[config.mk]
export PLATFORM = sky130hd
export DESIGN_NAME = laser_scorer
export DESIGN_NICKNAME = d
export VERILOG_FILES = /design/src/rtl/laser_scorer.sv
export SDC_FILE = /design/constraint.sdc
export NUM_CORES = 1
export LEC_CHECK = 0
export ABC_AREA = 1
export BUFFER_PORTS_ARGS = -buffer_cell sky130_fd_sc_hd__buf_2
export CAP_MARGIN = 30
export CORE_MARGIN = 2
export CORE_UTILIZATION = 35
export DETAILED_ROUTE_END_ITERATION = 6
export HOLD_SLACK_MARGIN = 0.15
export SETUP_SLACK_MARGIN = 0.3
export SKIP_LAST_GASP = 1
export SYNTH_ARGS = -nofsm -noshare
export SYNTH_HDL_FRONTEND = slang
export SYNTH_SLANG_ARGS = --single-unit
[constraint.sdc]
create_clock -name CLK -period 14.38 [get_ports CLK]
set_input_delay 2.157 -clock CLK [delete_from_list [all_inputs] [get_ports CLK]]
set_output_delay 2.157 -clock CLK [all_outputs]
set_load 0.005 [all_outputs]
[src/rtl/laser_scorer.sv]
// Recounts how many points of a captured 40-point frame fall inside the union of the
// engine's two result circles, flagging engine protocol errors and DONE timeouts.
module laser_scorer #(
    parameter int NPTS    = 40,
    parameter int RADIUS  = 4,
    parameter int TIMEOUT = 65535
) (
    input  logic       CLK,
    input  logic       RST_N,
    input  logic       START,
    input  logic [3:0] X,
    input  logic [3:0] Y,
    input  logic [3:0] C1X,
    input  logic [3:0] C1Y,
    input  logic [3:0] C2X,
    input  logic [3:0] C2Y,
    input  logic       DONE,
    output logic [5:0] SCORE,
    output logic       SCORE_VALID,
    output logic       BUSY,
    output logic       ERR
);

    localparam int IW = $clog2(NPTS);
    localparam int TW = $clog2(TIMEOUT + 1);
    localparam logic [IW-1:0] LAST_IDX = IW'(NPTS - 1);
    localparam logic [TW-1:0] LAST_WAIT = TW'(TIMEOUT - 1);
    localparam logic [8:0] R2 = 9'(RADIUS * RADIUS);

    typedef enum logic [2:0] {IDLE, CAPTURE, WAIT_DONE, EVAL, REPORT} state_t;

    state_t        state;
    logic [IW-1:0] idx;
    logic [TW-1:0] timer;
    logic [5:0]    acc;
    logic [3:0]    c1x, c1y, c2x, c2y;
    logic [3:0]    pt_x [NPTS];
    logic [3:0]    pt_y [NPTS];
    logic [3:0]    cur_x, cur_y;
    logic          covered;
    logic          wr_en;
    logic [IW-1:0] wr_idx;

    function automatic logic [8:0] dist2(input logic [3:0] ax, input logic [3:0] ay,
                                         input logic [3:0] bx, input logic [3:0] by);
        logic [3:0] dx;
        logic [3:0] dy;
        logic [7:0] sx;
        logic [7:0] sy;
        dx = (ax >= bx) ? ax - bx : bx - ax;
        dy = (ay >= by) ? ay - by : by - ay;
        sx = {4'b0000, dx} * {4'b0000, dx};
        sy = {4'b0000, dy} * {4'b0000, dy};
        return {1'b0, sx} + {1'b0, sy};
    endfunction

    assign cur_x   = pt_x[idx];
    assign cur_y   = pt_y[idx];
    assign covered = (dist2(cur_x, cur_y, c1x, c1y) <= R2) ||
                     (dist2(cur_x, cur_y, c2x, c2y) <= R2);

    // The point store is deliberately left out of reset; only the control path restarts.
    assign wr_en  = RST_N && (((state == IDLE) && START) || (state == CAPTURE));
    assign wr_idx = (state == IDLE) ? '0 : idx;

    always_ff @(posedge CLK) begin
        if (wr_en) begin
            pt_x[wr_idx] <= X;
            pt_y[wr_idx] <= Y;
        end
    end

    always_ff @(posedge CLK) begin
        if (!RST_N) begin
            state       <= IDLE;
            idx         <= '0;
            timer       <= '0;
            acc         <= '0;
            c1x         <= '0;
            c1y         <= '0;
            c2x         <= '0;
            c2y         <= '0;
            SCORE       <= '0;
            SCORE_VALID <= 1'b0;
            BUSY        <= 1'b0;
            ERR         <= 1'b0;
        end else begin
            SCORE_VALID <= 1'b0;
            ERR         <= 1'b0;
            case (state)
                IDLE: begin
                    if (START) begin
                        idx   <= IW'(1);
                        state <= CAPTURE;
                        BUSY  <= 1'b1;
                    end
                end
                CAPTURE: begin
                    if (DONE) begin
                        ERR   <= 1'b1;
                        BUSY  <= 1'b0;
                        state <= IDLE;
                    end else begin
                        if (idx == LAST_IDX) begin
                            timer <= '0;
                            state <= WAIT_DONE;
                        end
                        idx <= idx + 1'b1;
                    end
                end
                // DONE is tested first so that it beats a timeout landing in the same cycle.
                WAIT_DONE: begin
                    if (DONE) begin
                        c1x   <= C1X;
                        c1y   <= C1Y;
                        c2x   <= C2X;
                        c2y   <= C2Y;
                        idx   <= '0;
                        acc   <= '0;
                        state <= EVAL;
                    end else if (timer == LAST_WAIT) begin
                        ERR   <= 1'b1;
                        BUSY  <= 1'b0;
                        state <= IDLE;
                    end else begin
                        timer <= timer + 1'b1;
                    end
                end
                EVAL: begin
                    if (idx == LAST_IDX) begin
                        SCORE       <= acc + {5'b00000, covered};
                        SCORE_VALID <= 1'b1;
                        state       <= REPORT;
                    end else begin
                        acc <= acc + {5'b00000, covered};
                        idx <= idx + 1'b1;
                    end
                end
                REPORT: begin
                    BUSY  <= 1'b0;
                    state <= IDLE;
                end
                default: begin
                    BUSY  <= 1'b0;
                    state <= IDLE;
                end
            endcase
        end
    end

endmodule

==> impl_metrics.toml <==
[synthesis]
synth_cells = 1819
syn-num-nets = 1944
synth-seq-area-share = 0.592
synth_cell_type_count = 43
dominantRegCellSynth = "edfxtp_1"
synth_area_um2 = 18300
synth_edf_count = 320
async_reset_ff_frac = 0
ys_ff_latch = 382
syn_avg_cell_area_um2 = 10.1
ys_warn_count = 0

[sta]
fin_tns_setup_ps = 0
hold_viol_final = 0
min_period_over_period = 0.635
rsz0062_at_grt = "no"
holdWs_ps = 470
finalSetupViolations = 0
maxSlewViolCount = 0
clock_skew_ps = 21.6
fmax_mhz = 110
finalCriticalPeriod_ps = 9130
relSlewSlack = 0.361
worstMarginPinSlew_ps = 955

[power]
combPwrFrac = 0.388
p_leak_nw = 7.75
p_sw_mw = 1.35
swShare = 0.361
pwr-share-seq = 0.329
peakVddDrop_mv = 0.129
p_int_mw = 2.38
power.density_nw_per_um2 = 182
clockPowerShare = 0.283

[setup_path]
critPathMaxStageDelay_ps = 830
crit_top_cell = "nand2_1"
slowest_stage = "buf_4"
end_kind = "flip-flop"
path_max_fanout = 92
worst_ep_arrival_time_ps = 9590
rrSetupSlack_ps = 5250
path_class = "reg2reg"
start_kind = "flip-flop"
required_ps = 14840

[cells_and_area]
final_cell_area_um2 = 20400
final_cell_mix = "nand2_1 (467), edfxtp_1 (320), nand3_1 (263), nor2_1 (145), inv_1 (143)"
drive_above_1_share = 0.0763
area_growth_pct = 11.5
fin_nets = 1955
antenna_cells = 0
final_common_cell = "nand2_1"
fin_cells = 2542

[detailed_routing]
dr.first_iter.drc_count = 1007
vias = 12800
routed_wl_mm = 43.3
via_per_inst = 5.03
drt-wirelength-per-cell_um = 17.0
drt_drc_violations_left = 0
antenna_left = 0
drt_pass1_iterations = 5

[place]
port_buffers = 36
gp_congestion = 0.863
dp_cells = 2467
post_dp_cell_area_um2 = 19100
hpwlAfterDp_mm = 27.6

[grt]
grt_pass1_vias = 12700
track_usage = 0.161
overflow = 0
antenna_found_initial = 0
grt_start_max_net_pins = 93
grt_pass1_wl_mm = 69.1

[clock_tree]
cts_tree = "built"
cts_sinks = 382
clk_pin_slew_ps = 60
clk_latency_ps = 560
post-cts-setup-buffers = 0
htreeDepth = 2
root_buffer = "clkbuf_16"
cts_buffers = 40
holdBufCountCts = 0
cts_resized = 0
clockBufferDepth = 3

[die]
ioPinCount = 37
row_count = 83
die_w_um = 233
die_h_um = 233
initial_core_util = 0.356
dieArea_um2 = 54200
core_area_um2 = 51500

[flow_run]
drv_cap = 0

[status]
status = "finished clean"

[hold_path]
hold_path.class = "reg2reg"
[cells in the mapped netlist (all sizes together), types with 4 or more instances]
cell type    n  area share
nand2      475       0.099
edfxtp     320        0.52
nand3      264       0.072
nor2       151       0.032
inv        147       0.030
o21ai       69       0.019
ha          67       0.046
dfxtp       62       0.068
a21oi       58       0.017
buf         44       0.013
clkbuf      35      0.0072
fa          30       0.033
nand4       14      0.0048
xor2        14      0.0067
xnor2       12      0.0057
nor3        11      0.0030
o211ai       8      0.0033
o221ai       8      0.0038
o22ai        8      0.0027
a21o         4      0.0016
o21bai       4      0.0016
[power groups by stage]
stage                     sequential (mW)  clock (mW)  combinational, mW
after CTS                            1.23        1.08               1.47
final                                1.23        1.05               1.45
after global routing                 1.23        1.12               1.71
after floorplan                      1.23           0               1.11
after global placement               1.25           0               1.40
after detailed placement             1.25           0               1.45
[flip-flops by register name, summed over array words and instances (netlist names), named ones only]
name,cells
timer,16
pt_x,160
c2y,4
c1x,4
c2x,4
SCORE_VALID,1
ERR,1
SCORE,6
state,3
BUSY,1
idx,6
pt_y,160
acc,6
c1y,4
[through the flow]
step	util	total power [mW]	worst slack, ps
after detailed placement	0.370	2.70	5160
final	0.397	3.73	5250
after floorplan	-	2.35	7650
after global placement	0.370	2.65	5460
after CTS	0.397	3.77	5150
after global routing	0.397	4.06	4390
[critical path: cells and delay by family (launching register included)]
kind	cells	cell delay [ps]
DFF	1	570
adders and majority gates	9	3500
buffers and inverters	8	2040
and+or+nand+nor	14	1770
xor gates and xnor gates	2	370
AOI/OAI and AO/OA	3	730
[cell families after synthesis]
| logic type | count (synthesis) | synth area share |
|---|---|---|
| AND/OR/NAND/NOR | 920 | 0.214 |
| flip-flops | 382 | 0.592 |
| buffers and inverters | 228 | 0.0511 |
| AO/OA/AOI/OAI | 166 | 0.0521 |
| adder cells (fa/ha/maj) | 97 | 0.0785 |
| XOR/XNOR | 26 | 0.0124 |
[metal layers]
layer  share of wire  vias up  GRT usage
li1                -     6215          -
met1            0.43     6146      0.210
met2            0.49      341      0.274
met3           0.051       94     0.0243
met4           0.031        0     0.0563
met5               0        -          0
[final timing paths]
kind                   from  endpoint  depth (start not counted)
setup reg to reg  flip-flop    acc[4]                         36
hold reg to reg    SCORE[1]  SCORE[1]                          2
hold / removal     SCORE[1]  SCORE[1]                          2
setup / recovery  flip-flop    acc[4]                         36
[area by class of cell]
type,instances,area [um2]
Fill cell,5087,31100
Tap cell,680,851
Multi-Input combinational cell,1209,6540
Inverter,149,567
Clock buffer,43,1010
Clock inverter,31,334
Sequential cell,382,10900
Timing Repair Buffer,48,270
Power figures use the tool's default switching activity.
